**config.mk**
```make
export PLATFORM = sky130hd
export DESIGN_NAME = pc_next_stage_flat
export DESIGN_NICKNAME = d
export VERILOG_FILES = /design/src/rtl/pc_next_stage_if.sv /design/src/rtl/pc_next_stage.sv /design/src/flat_wrapper.sv
export SDC_FILE = /design/constraint.sdc
export NUM_CORES = 1
export LEC_CHECK = 0
export ABC_CLOCK_PERIOD_IN_PS = 4900
export CORE_MARGIN = 1.5
export CORE_UTILIZATION = 49
export DETAILED_ROUTE_END_ITERATION = 7
export GPL_ROUTABILITY_DRIVEN = 1
export PLACE_DENSITY = 0.8
export SLEW_MARGIN = 20
export SYNTH_ARGS = -nofsm -noshare
export SYNTH_HDL_FRONTEND = slang
export SYNTH_SLANG_ARGS = --single-unit
```
**constraint.sdc**
```tcl
create_clock -name clk -period 4.9 [get_ports clk]
set_input_delay 0.98 -clock clk [delete_from_list [all_inputs] [get_ports clk]]
set_output_delay 0.98 -clock clk [all_outputs]
set_load 0.1 [all_outputs]
```
**src/rtl/pc_next_stage_if.sv**
```systemverilog
// pc_next_stage_if
//   Bundles the PC stage's control inputs, fetch handshake and PC outputs.
//   master : the PC stage (consumes controls/Imem_Ready, drives PC and status)
//   slave  : the surrounding datapath / instruction memory side
//   Signals:
//     PC_Stall, Halt, Branch_Taken, Branch_Offset[31:0], Jump, Jump_Address[31:0],
//     Jump_Reg, Reg_Address[31:0], Imem_Ready                  -> into the stage
//     PC[31:0], PC_Plus4[31:0], PC_Upper[3:0], Fetch_Valid,
//     Halted, Addr_Error                                       <- from the stage
interface pc_next_stage_if;
  logic        PC_Stall;
  logic        Halt;
  logic        Branch_Taken;
  logic [31:0] Branch_Offset;
  logic        Jump;
  logic [31:0] Jump_Address;
  logic        Jump_Reg;
  logic [31:0] Reg_Address;
  logic        Imem_Ready;
  logic [31:0] PC;
  logic [31:0] PC_Plus4;
  logic [3:0]  PC_Upper;
  logic        Fetch_Valid;
  logic        Halted;
  logic        Addr_Error;

  modport master (
    input  PC_Stall, Halt, Branch_Taken, Branch_Offset, Jump, Jump_Address,
           Jump_Reg, Reg_Address, Imem_Ready,
    output PC, PC_Plus4, PC_Upper, Fetch_Valid, Halted, Addr_Error
  );

  modport slave (
    output PC_Stall, Halt, Branch_Taken, Branch_Offset, Jump, Jump_Address,
           Jump_Reg, Reg_Address, Imem_Ready,
    input  PC, PC_Plus4, PC_Upper, Fetch_Valid, Halted, Addr_Error
  );
endinterface

```
**src/rtl/pc_next_stage.sv**
```systemverilog
// pc_next_stage
//   Program-counter stage of the single-issue MIPS datapath. Holds the PC,
//   selects the next PC (jr/jalr > j/jal > taken branch > pending redirect >
//   PC+4) and presents it to instruction memory with a valid/ready handshake.
//   Redirects that arrive while the PC cannot advance are parked in a
//   one-entry pending register and consumed by the next accepted fetch.
//   Ports:
//     clk    - rising-edge clock
//     reset  - asynchronous, active-high reset
//     bus    - pc_next_stage_if.master (controls in, PC / handshake out)
//   Parameters:
//     RESET_PC   - PC loaded on reset (bits [1:0] must be 00)
//     BOOT_DELAY - cycles in BOOT before the first fetch (1..15)
//   Optional feature macro PC_ALIGN_CHECK_EN:
//     defined   - a misaligned target at advance leaves PC unchanged, sets the
//                 sticky Addr_Error and halts the stage
//     undefined - target bits [1:0] are forced to 00, Addr_Error is 0
module pc_next_stage #(
  parameter logic [31:0] RESET_PC   = 32'h0000_0000,
  parameter int unsigned BOOT_DELAY = 1
) (
  input  logic             clk,
  input  logic             reset,
  pc_next_stage_if.master  bus
);

  localparam logic [1:0] ST_BOOT   = 2'd0;
  localparam logic [1:0] ST_FETCH  = 2'd1;
  localparam logic [1:0] ST_HALTED = 2'd2;
  localparam logic [3:0] BOOT_LAST = 4'(BOOT_DELAY - 1);

  logic [1:0]  state_q, state_d;
  logic [3:0]  boot_cnt_q, boot_cnt_d;
  logic [31:0] pc_q, pc_d;
  logic        pend_valid_q, pend_valid_d;
  logic [31:0] pend_tgt_q, pend_tgt_d;

  logic [31:0] pc_plus4;
  logic [31:0] branch_tgt;
  logic [31:0] live_tgt;
  logic [31:0] raw_tgt;
  logic [31:0] sel_tgt;
  logic        live_redirect;
  logic        adv;

  assign pc_plus4      = pc_q + 32'd4;
  // Shifting the full word drops offset bits [31:30], as intended.
  assign branch_tgt    = pc_plus4 + (bus.Branch_Offset << 2);
  assign live_redirect = bus.Jump_Reg | bus.Jump | bus.Branch_Taken;
  assign live_tgt      = bus.Jump_Reg ? bus.Reg_Address :
                         bus.Jump     ? bus.Jump_Address : branch_tgt;
  assign raw_tgt       = live_redirect ? live_tgt :
                         pend_valid_q  ? pend_tgt_q : pc_plus4;
  assign adv           = (state_q == ST_FETCH) & bus.Imem_Ready & ~bus.PC_Stall & ~bus.Halt;

`ifdef PC_ALIGN_CHECK_EN
  logic addr_err_q, addr_err_d;
  logic misaligned;
  assign sel_tgt    = raw_tgt;
  assign misaligned = |sel_tgt[1:0];
`else
  assign sel_tgt    = raw_tgt & 32'hFFFF_FFFC;
`endif

  always_comb begin
    state_d      = state_q;
    boot_cnt_d   = boot_cnt_q;
    pc_d         = pc_q;
    pend_valid_d = pend_valid_q;
    pend_tgt_d   = pend_tgt_q;
`ifdef PC_ALIGN_CHECK_EN
    addr_err_d   = addr_err_q;
`endif
    case (state_q)
      ST_BOOT: begin
        if (bus.Halt) begin
          state_d      = ST_HALTED;
          pend_valid_d = 1'b0;
        end else begin
          if (boot_cnt_q == BOOT_LAST) state_d = ST_FETCH;
          else                         boot_cnt_d = boot_cnt_q + 4'd1;
          // Redirects seen during boot are parked for the first fetch.
          if (live_redirect) begin
            pend_valid_d = 1'b1;
            pend_tgt_d   = live_tgt;
          end
        end
      end
      ST_FETCH: begin
        if (bus.Halt) begin
          state_d      = ST_HALTED;
          pend_valid_d = 1'b0;
        end else if (adv) begin
          // Any advance consumes the pending entry, whether or not it was used.
          pend_valid_d = 1'b0;
`ifdef PC_ALIGN_CHECK_EN
          if (misaligned) begin
            addr_err_d = 1'b1;
            state_d    = ST_HALTED;
          end else begin
            pc_d = sel_tgt;
          end
`else
          pc_d = sel_tgt;
`endif
        end else if (live_redirect) begin
          pend_valid_d = 1'b1;
          pend_tgt_d   = live_tgt;
        end
      end
      default: ; // HALTED (and unused encodings) hold until reset
    endcase
  end

  always_ff @(posedge clk or posedge reset) begin
    if (reset) begin
      state_q      <= ST_BOOT;
      boot_cnt_q   <= 4'd0;
      pc_q         <= RESET_PC;
      pend_valid_q <= 1'b0;
      pend_tgt_q   <= 32'd0;
    end else begin
      state_q      <= state_d;
      boot_cnt_q   <= boot_cnt_d;
      pc_q         <= pc_d;
      pend_valid_q <= pend_valid_d;
      pend_tgt_q   <= pend_tgt_d;
    end
  end

`ifdef PC_ALIGN_CHECK_EN
  always_ff @(posedge clk or posedge reset) begin
    if (reset) addr_err_q <= 1'b0;
    else       addr_err_q <= addr_err_d;
  end
  assign bus.Addr_Error = addr_err_q;
`else
  assign bus.Addr_Error = 1'b0;
`endif

  assign bus.PC          = pc_q;
  assign bus.PC_Plus4    = pc_plus4;
  assign bus.PC_Upper    = pc_plus4[31:28];
  assign bus.Fetch_Valid = (state_q == ST_FETCH);
  assign bus.Halted      = (state_q == ST_HALTED);

endmodule

```
**src/flat_wrapper.sv**
```systemverilog
// flat-port wrapper written by rule: the top's interface ports become plain ports
module pc_next_stage_flat 
#(
  parameter logic [31:0] RESET_PC   = 32'h0000_0000,
  parameter int unsigned BOOT_DELAY = 1
)
  (clk, reset, bus_PC_Stall, bus_Halt, bus_Branch_Taken, bus_Branch_Offset, bus_Jump, bus_Jump_Address, bus_Jump_Reg, bus_Reg_Address, bus_Imem_Ready, bus_PC, bus_PC_Plus4, bus_PC_Upper, bus_Fetch_Valid, bus_Halted, bus_Addr_Error);
  pc_next_stage_if bus_i ();
  input  logic clk;
  input  logic reset;
  input wire logic [$bits(bus_i.PC_Stall)-1:0] bus_PC_Stall;
  input wire logic [$bits(bus_i.Halt)-1:0] bus_Halt;
  input wire logic [$bits(bus_i.Branch_Taken)-1:0] bus_Branch_Taken;
  input wire logic [$bits(bus_i.Branch_Offset)-1:0] bus_Branch_Offset;
  input wire logic [$bits(bus_i.Jump)-1:0] bus_Jump;
  input wire logic [$bits(bus_i.Jump_Address)-1:0] bus_Jump_Address;
  input wire logic [$bits(bus_i.Jump_Reg)-1:0] bus_Jump_Reg;
  input wire logic [$bits(bus_i.Reg_Address)-1:0] bus_Reg_Address;
  input wire logic [$bits(bus_i.Imem_Ready)-1:0] bus_Imem_Ready;
  output wire logic [$bits(bus_i.PC)-1:0] bus_PC;
  output wire logic [$bits(bus_i.PC_Plus4)-1:0] bus_PC_Plus4;
  output wire logic [$bits(bus_i.PC_Upper)-1:0] bus_PC_Upper;
  output wire logic [$bits(bus_i.Fetch_Valid)-1:0] bus_Fetch_Valid;
  output wire logic [$bits(bus_i.Halted)-1:0] bus_Halted;
  output wire logic [$bits(bus_i.Addr_Error)-1:0] bus_Addr_Error;
  assign bus_i.PC_Stall = bus_PC_Stall;
  assign bus_i.Halt = bus_Halt;
  assign bus_i.Branch_Taken = bus_Branch_Taken;
  assign bus_i.Branch_Offset = bus_Branch_Offset;
  assign bus_i.Jump = bus_Jump;
  assign bus_i.Jump_Address = bus_Jump_Address;
  assign bus_i.Jump_Reg = bus_Jump_Reg;
  assign bus_i.Reg_Address = bus_Reg_Address;
  assign bus_i.Imem_Ready = bus_Imem_Ready;
  assign bus_PC = bus_i.PC;
  assign bus_PC_Plus4 = bus_i.PC_Plus4;
  assign bus_PC_Upper = bus_i.PC_Upper;
  assign bus_Fetch_Valid = bus_i.Fetch_Valid;
  assign bus_Halted = bus_i.Halted;
  assign bus_Addr_Error = bus_i.Addr_Error;
  pc_next_stage #(.RESET_PC(RESET_PC), .BOOT_DELAY(BOOT_DELAY)) u_core (.clk(clk), .reset(reset), .bus(bus_i));
endmodule
```
After elaboration in Yosys (flattened, before gate mapping)
Index checks and enable logic that the tools add are counted.

Add/sub/neg operators: 3. Equality and inequality tests: 7. Multiplexer cells: 18. Bitwise logic cells: 8. Reductions and logical operators: 7.

Operators with widths (number): two-way mux 32 bit (8); case mux 32 bit (2 select lines) (1); adder 32 x 3 -> 32 bit (second input constant) (1); adder 32 bit (1); AND reduction 3 bit (3); != test 2 bit (second input constant) (4); two-way mux 2 bit (3); adder 4 x 1 -> 4 bit (second input constant) (1); logical NOT 4 bit (1); two-way mux 1 bit (4); case mux 2 bit (2 select lines) (1); AND reduction 4 bit (1); AND 1 bit (3); != test 3 x 2 -> 1 bit (second input constant) (1); inverter 1 bit (3); == test 2 x 1 -> 1 bit (second input constant) (1); == test 2 bit (second input constant) (1); logical NOT 2 bit (1); bitwise OR 1 bit (2); case mux 1 bit (2 select lines) (1); nonzero test 2 bit (1).

Flip-flop bits (word level): 69. Input bits: 104. Word-level logic and storage cells: 48.

Depth between registers and ports, before layout
Gate-level depths: netlist (run 1).

Depth in word-level cells: 8. Gate-level depth with buffers: 18. Gate-level depth less buffers: 17.

Least setup slack after synthesis (run 1)
No wires, ideal clock.

Path kind: register to register. Start: register u_core.pc_q[4] (netlist: u_core.bus.PC[4]). End: register u_core.pend_tgt_q[26]. Setup time: 0.065 ns. Data arrival time: 5.809 ns. Required time: 4.835 ns. Slack: -0.974 ns. Stages on the path, launching flop included: 18. Buffers on the path: 1. Cell sequence: dfrtp_1 > and3_2 > and4_1 > buf_4 > and2b_2 > and2_1 > nand2_1 > xnor2_1 > ha_1 > a21oi_1 > o221a_2 > nor2_1 > a2111oi_0 > o21a_1 > o21a_1 > nor3_1 > o311ai_1 > o21a_1.

Cells in the longest elaborated chain, start to end: 8.

RTL lines: start: declaration (line pc_next_stage.sv:34) `logic [31:0] pc_q, pc_d;`; start signal: assignment (line pc_next_stage.sv:125) `pc_q <= pc_d;`; adder 32 x 3 -> 32 bit * (line pc_next_stage.sv:46) `assign pc_plus4 = pc_q + 32'd4;`; named net bus_PC_Plus4[19] (line flat_wrapper.sv:21) `output wire logic [$bits(bus_i.PC_Plus4)-1:0] bus_PC_Plus4;`; adder 32 bit * (line pc_next_stage.sv:48) `assign branch_tgt = pc_plus4 + (bus.Branch_Offset << 2);`; two-way mux 32 bit * (line pc_next_stage.sv:51) `bus.Jump ? bus.Jump_Address : branch_tgt;`; two-way mux 32 bit * (line pc_next_stage.sv:50) `assign live_tgt = bus.Jump_Reg ? bus.Reg_Address :`; two-way mux 32 bit * (line pc_next_stage.sv:83, pc_next_stage.sv:106); two-way mux 32 bit (line pc_next_stage.sv:93) `end else if (adv) begin`; two-way mux 32 bit (line pc_next_stage.sv:90) `if (bus.Halt) begin`; case mux 32 bit (2 select lines) * (line pc_next_stage.sv:74) `case (state_q)`; end signal: assignment (line pc_next_stage.sv:127) `pend_tgt_q <= pend_tgt_d;`; end: declaration (line pc_next_stage.sv:36) `logic [31:0] pend_tgt_q, pend_tgt_d;`.

The timed path passes the listed nets; every way through them passes the cells marked *. The select of a mux whose other input is x is not followed. A chain may end at the register's enable or synchronous reset.

Worst setup path after layout (run 1)
Start: register u_core.pc_q[13] (netlist: u_core.bus.PC[13]). End: register u_core.pc_q[26] (netlist: u_core.bus.PC[26]).

Cells in the longest elaborated chain, start to end: 5.

RTL lines: adder 32 x 3 -> 32 bit * (line pc_next_stage.sv:46); adder 32 bit (line pc_next_stage.sv:48); two-way mux 32 bit (line pc_next_stage.sv:51); two-way mux 32 bit (line pc_next_stage.sv:50); two-way mux 32 bit * (line pc_next_stage.sv:52) `assign raw_tgt = live_redirect ? live_tgt :`.

Mark *: on every way between the ends. The rest lies on a longest branch, timed or not.

==> results of run 1 <==
## cells by family (layout without fill, tap and decap cells)
kind of cell	count (synthesis)	count (layout)	synth area share [%]
and+or+nand+nor	257	257	20.0
buffers and inverters	64	214	4.76
other	1	5	0.0631
adders and majority gates	40	40	8.55
xor gates and xnor gates	54	54	8.09
muxes	25	25	4.42
AOI/OAI and AO/OA	236	236	25.9
DFF	67	67	28.2
## layer usage
layer / track usage, % / part of all wire, % / vias up
li1: - / - / 2998
met5: 0 / 0 / -
met1: 39.9 / 40 / 3045
met3: 6.16 / 8.7 / 69
met2: 56.0 / 48 / 335
met4: 13.9 / 3.1 / 0
## placed cells by master, fill, tap and decap left out, drive strengths merged, types with 4 or more instances in the layout
cell and n:
and3 10, conb 5, buf 37, a21o 8
a211oi 9, and2 4, a221oi 4, clkinv 5
nor3 13, xnor2 34, dfrtp 67, a21oi 43
a22oi 5, o22a 8, ha 39, o21ai 75
clkbuf 11, o211ai 26, inv 17, or3 4
clkdlybuf4s50 144, mux2 10, a31oi 14, nor2b 7
xor2 20, nand3 25, o21a 10, nand2b 11
nand2 98, nor2 64, nand4 9, o31ai 4
mux2i 15, o22ai 8
## synth_stat cells, drive strengths merged, types with 4 or more instances
| master | number |
|---|---|
| nand2 | 98 |
| o21ai | 75 |
| dfrtp | 67 |
| nor2 | 64 |
| a21oi | 43 |
| ha | 39 |
| xnor2 | 34 |
| clkbuf | 30 |
| o211ai | 26 |
| nand3 | 25 |
| xor2 | 20 |
| buf | 17 |
| inv | 17 |
| mux2i | 15 |
| a31oi | 14 |
| nor3 | 13 |
| nand2b | 11 |
| and3 | 10 |
| mux2 | 10 |
| o21a | 10 |
| a211oi | 9 |
| nand4 | 9 |
| a21o | 8 |
| o22a | 8 |
| o22ai | 8 |
| nor2b | 7 |
| a22oi | 5 |
| a221oi | 4 |
| and2 | 4 |
| o31ai | 4 |
| or3 | 4 |
## registers in the layout, indices dropped and copies added (netlist names)
| signal | cells |
|---|---|
| u_core.boot_cnt_q | 4 |
| u_core.bus.PC | 30 |
| u_core.pend_tgt_q | 30 |
| u_core.pend_valid_q | 1 |
| u_core.state_q | 2 |
## per-stage QoR
stage | instances | instance area [sq um] | setup TNS [ps] | power [uW] | hold WS [ps]
3_3_place_gp | 1029 | 7940 | 0 | 1180 | 455
6_report | 1045 | 8210 | 0 | 1800 | 475
5_1_grt | 1045 | 8210 | 0 | 1870 | 500
4_1_cts | 1045 | 8210 | 0 | 1800 | 474
3_5_place_dp | 1029 | 7940 | 0 | 1200 | 463
2_1_floorplan | 748 | 6230 | -34.2 | 1010 | 440
## path summary, 6_finish.rpt
check,cells after the start,to,start,slack (ps)
hold / removal,2,u_core.pend_tgt_q[11],u_core.pend_tgt_q[11],470
setup reg to reg,16,u_core.bus.PC[26],u_core.bus.PC[13],570
max in group asynchronous,3,u_core.bus.PC[3],reset,2800
min in group asynchronous,2,u_core.boot_cnt_q[0],reset,1160
setup / recovery,16,u_core.bus.PC[26],u_core.bus.PC[13],570
hold reg to reg,2,u_core.pend_tgt_q[11],u_core.pend_tgt_q[11],470
## layout make-up
type                            instances  area share [%]
Multi-Input combinational cell        617            52.1
Clock inverter                          5           0.351
Clock buffer                           11            2.96
Inverter                               17           0.777
Sequential cell                        67            20.5
Timing Repair Buffer                  181            21.1
Tap cell                              147            2.24
## critical path, stage by stage (launching register included)
cell and delay [ps]:
dfrtp_1 470, and4_1 270, nand3_1 120, and2b_2 280
nand2_1 200, nor2_1 340, xor2_4 230, ha_1 370
nand4_1 240, o221a_2 250, nor2_1 50, a2111oi_0 390
o21a_1 260, nor3_1 70, nor3_1 340, nor3_1 100
o22a_1 200
## power by group
part,internal [uW],leakage [uW],switching [uW]
Sequential,601,0.000863,41.3
Clock,353,0.000139,250
Combinational,218,0.00257,338
Total,1170,0.00357,629
==> flow_metrics.env, run 1 <==
export IMPL_final_max_slew_violation_count=0
export IMPL_end_kind="flip-flop"
export IMPL_dieArea_sq_mm=0.0128
export IMPL_max_slew_margin_rel_pct=34.0
export IMPL_synth_seq_cells=67
export IMPL_path_clk_slew_ps=50
export IMPL_grt_pass1_vias=6475
export IMPL_synth_seq_area_share_pct=28.2
export IMPL_cts_buffers=9
export IMPL_initial_core_util_pct=49.9
export IMPL_grt_util_all_layers_pct=32.5
export IMPL_seq_area_sq_mm=0.00168
export IMPL_gp_congestion=0.938
export IMPL_clk_path_buf_depth=2
export IMPL_min_period_over_period_pct=88.3
export IMPL_synthCells=744
export IMPL_p_leak_uw=0.00357
export IMPL_preCtsSetupSlack_ps=630
export IMPL_io_buffers=163
export IMPL_min_period_ps=4330
export IMPL_diodes=0
export IMPL_required_ps=5120
export IMPL_route_detailed_drc=0
export IMPL_num_rows=40
export IMPL_clkLatencyLatePin_ps=340
export IMPL_fmax_mhz=231
export IMPL_powerDensity_mw_per_mm2=219
export IMPL_wl_um=20800
export IMPL_synth_area_leaders="dfrtp_1 (28%), ha_1 (8.2%), o21ai_0 (6.2%)"
export IMPL_multi_input_area_sq_mm=0.00428
export IMPL_cp_start_kind="flip-flop"
export IMPL_hold_buffers=0
export IMPL_cts_resized=0
export IMPL_final_critical_path_setup_slack_ps=574
export IMPL_syn_area_sq_mm=0.00594
export IMPL_die_h_um=113
export IMPL_syn_area_per_cell_sq_um=7.98
export IMPL_antenna_found_initial=1
export IMPL_hold_viol_final=0
export IMPL_ys_types=69
export IMPL_cts_root_buf="clkbuf_16"
export IMPL_status="finished clean"
export IMPL_htree_levels=3
export IMPL_synth_ff_type="dfrtp_1"
export IMPL_tightest_slew_ps=987
export IMPL_worst_ir_drop_vdd_v=0.000197
export IMPL_yosysTopAreaCellShare_pct=28.2
export IMPL_antenna_left=0
export IMPL_rsz0062_at_grt="no"
export IMPL_cts_tree="done"
export IMPL_path_class="reg2reg"
export IMPL_pin_count=175
export IMPL_via_count=6447
export IMPL_place_hpwl_um=15700
export IMPL_drive_gt1_share_pct=12.8
export IMPL_setup_viol=0
export IMPL_grt_pass1_wl_um=32700
export IMPL_wl_per_cell_um=19.9
export IMPL_core_sq_mm=0.0119
export IMPL_syn_to_final_growth_pct=38.2
export IMPL_overflow=0
export IMPL_postCtsSetupBuffers=0
export IMPL_drtPass1Iterations=6
export IMPL_utilization_pct=68.9
export IMPL_synth_top_area_cell="dfrtp_1"
export IMPL_drt_iter0_markers=598
export IMPL_die_w_um=113
export IMPL_hp_class="reg2reg"
export IMPL_synth_async_reset_ratio_pct=100
export IMPL_cts_sinks=67
export IMPL_finClkSkew_ps=9.23
export IMPL_cap_violations=0
export IMPL_crit_fanout=8
export IMPL_grt_max_degree=42
export IMPL_fin_nets=1037
export IMPL_synth_edf_count=0
export IMPL_nFillCells=945
export IMPL_critPathArrivalTime_ps=4540
export IMPL_yosysWarnings=0
export IMPL_avgViaCountPerCell=6.17
Note: power is estimated with default switching activity, not from simulation.
==> run 2, diff against run 1 <==
--- a/config.mk
+++ b/config.mk
@@ -7,10 +7,11 @@
 export LEC_CHECK = 0
 export ABC_CLOCK_PERIOD_IN_PS = 4900
 export CORE_MARGIN = 1.5
-export CORE_UTILIZATION = 49
+export CORE_UTILIZATION = 45
 export DETAILED_ROUTE_END_ITERATION = 7
 export GPL_ROUTABILITY_DRIVEN = 1
-export PLACE_DENSITY = 0.8
+export HOLD_SLACK_MARGIN = 0.12
+export PLACE_DENSITY = 0.75
 export SLEW_MARGIN = 20
 export SYNTH_ARGS = -nofsm -noshare
 export SYNTH_HDL_FRONTEND = slang
==> run 2 against run 1 <==
Effect of this change:
- cell count up 1.6%
- first-iteration DRC count increased by 1.7%
- critical path type unchanged
- clock-buffer cell count grew 1
- register-to-register slack barely moved
==> flow_metrics.env, run 2 (synthesis results as in run 1) <==
export IMPL_path_clk_slew_ps=60
export IMPL_max_slew_margin_rel_pct=31.4
export IMPL_final_common_cell="clkdlybuf4s50_1"
export IMPL_worst_ir_drop_vdd_v=0.000142
export IMPL_hold_buffers=0
export IMPL_met2_usage_pct=51.6
export IMPL_path_class="reg2reg"
export IMPL_setup_viol=0
export IMPL_nFillCells=1086
export IMPL_initial_core_util_pct=46.5
export IMPL_crit_fanout=8
export IMPL_io_buffers=163
export IMPL_postCtsSetupBuffers=0
export IMPL_finClkSkew_ps=10.0
export IMPL_whs_ps=472
export IMPL_drt_iter0_markers=608
export IMPL_layout_common_cells="clkdlybuf4s50_1 (143), nand2_1 (97), o21ai_0 (73)"
export IMPL_wl_um=21400
export IMPL_die_h_um=118
export IMPL_crit_slowest_cell="dfrtp_1"
export IMPL_antenna_left=0
export IMPL_wl_per_cell_um=20.2
export IMPL_crit_reg2reg_launch="u_core.bus.PC[13]"
export IMPL_min_path_cells=2
export IMPL_rsz0062_at_grt="no"
export IMPL_required_ps=5130
export IMPL_ff2ff_setup_slack_ps=580
export IMPL_die_w_um=118
export IMPL_grt_use_met1_pct=38.6
export IMPL_antenna_found_initial=0
export IMPL_cts_tree="done"
export IMPL_dieArea_sq_mm=0.0139
export IMPL_cts_resized=0
export IMPL_route_detailed_drc=0
export IMPL_busiest_layer="met2"
export IMPL_cts_sinks=67
export IMPL_hold_start="u_core.pend_tgt_q[22]"
export IMPL_min_period_over_period_pct=88.2
export IMPL_p_leak_uw=0.00355
export IMPL_power_total_uw=1920
export IMPL_final_max_slew_violation_count=0
export IMPL_hold_viol_final=0
export IMPL_diodes=0
export IMPL_clkLatencyLatePin_ps=340
export IMPL_via_count=6502
export IMPL_status="finished clean"
export IMPL_drive_gt1_share_pct=12.1
export IMPL_cp_start_kind="flip-flop"
export IMPL_syn_to_final_growth_pct=38.5
export IMPL_clk_path_buf_depth=2
export IMPL_met3_usage_pct=5.77
export IMPL_pin_count=175
export IMPL_r2r_end="u_core.pend_tgt_q[26]"
export IMPL_overflow=0
export IMPL_min_period_ps=4320
export IMPL_cts_buffers=9
export IMPL_design_area_sq_mm=0.00822
export IMPL_max_stage_delay_ps=490
export IMPL_place_hpwl_um=15500
export IMPL_fin_nets=1029
export IMPL_cap_violations=0
export IMPL_gp_congestion=0.944
export IMPL_cts_root_buf="clkbuf_16"
export IMPL_avgViaCountPerCell=6.12
export IMPL_critPathArrivalTime_ps=4550
export IMPL_ff2ff_path_depth=16
export IMPL_tightest_slew_ps=1030
export IMPL_powerDensity_mw_per_mm2=234
export IMPL_grt_util_all_layers_pct=30.9
export IMPL_drtPass1Iterations=5
export IMPL_min_to="u_core.pend_tgt_q[22]"
export IMPL_hp_class="reg2reg"
export IMPL_grt_max_degree=48
export IMPL_core_sq_mm=0.0128
export IMPL_place_area_sq_mm=0.00789
export IMPL_grt_pass1_wl_um=33700
export IMPL_num_rows=41
export IMPL_end_kind="flip-flop"
export IMPL_crit_chain="and4_1 > nand3_1 > and2b_2 > nand2_1 > nor2_1 > xor2_4 > ha_1 > nand4_1 > o221a_2 > nor2_1 > a2111oi_0 > o21a_1 > nor3_1 > nor3_1 > o311ai_1 > o21a_1"
export IMPL_fmax_mhz=231
export IMPL_grt_pass1_vias=6593
export IMPL_htree_levels=3
==> run 2: cell count changes in the layout (fill, tap and decap cells not counted), sizes merged <==
cell	previous run	this run
buf	37	30
clkinv	5	2
bufinv	0	2
clkbuf	11	12
clkdlybuf4s50	144	143
clkinvlp	0	1
inv	17	16
==> run 2: stage by stage <==
step                worst slack (ps)  instances  utilization, %  TNS [ps]
floorplan                      -34.2        748               -     -34.2
global placement                 784       1046            61.8         0
detailed placement               610       1046            61.8         0
CTS                              722       1062            64.4         0
global route                     271       1062            64.4         0
finish                           580       1062            64.4         0
==> run 2: critical path: cells and delay by family (launching register included) <==
family          cells  cell delay, ps
xor+xnor            1             210
compound gates      5            1230
fa+ha+maj           1             340
simple gates        9            1950
flops               1             490
==> run 2: cell type report <==
cell class | instances | area (sq um) | area share (%)
Sequential cell | 67 | 1680 | 20.5
Multi-Input combinational cell | 617 | 4280 | 52.0
Clock inverter | 4 | 72.6 | 0.882
Tap cell | 172 | 215 | 2.62
Clock buffer | 12 | 256 | 3.12
Timing Repair Buffer | 173 | 1660 | 20.1
Inverter | 17 | 65.1 | 0.791
==> run 2: how the worst max path moves through the flow <==
| stage | from | endpoint | cells past startpoint | slack, ps |
|---|---|---|---|---|
| after global placement | bus_Branch_Offset[0] | u_core.bus.PC[28] | 12 | 780 |
| after CTS | u_core.bus.PC[13] | u_core.bus.PC[30] | 16 | 720 |
| after floorplan | u_core.bus.PC[13] | u_core.pend_tgt_q[26] | 17 | -30 |
| final | u_core.bus.PC[13] | u_core.pend_tgt_q[26] | 16 | 580 |
| after global routing | u_core.bus.PC[13] | u_core.bus.PC[30] | 16 | 270 |
| after detailed placement | bus_Branch_Offset[0] | u_core.bus.PC[28] | 12 | 610 |
==> run 2: power breakdown <==
part | internal [uW] | total, uW | leakage, uW | switching (uW)
combinational | 216 | 555 | 0.00253 | 339
sequential | 601 | 646 | 0.000863 | 44.5
clock | 473 | 723 | 0.000159 | 250
==> run 2: routing by layer <==
layer / up-vias / share of wire, %
li1: 2963 / -
met1: 3110 / 41
met3: 64 / 8.0
met4: 0 / 2.9
met2: 365 / 48
met5: - / 0
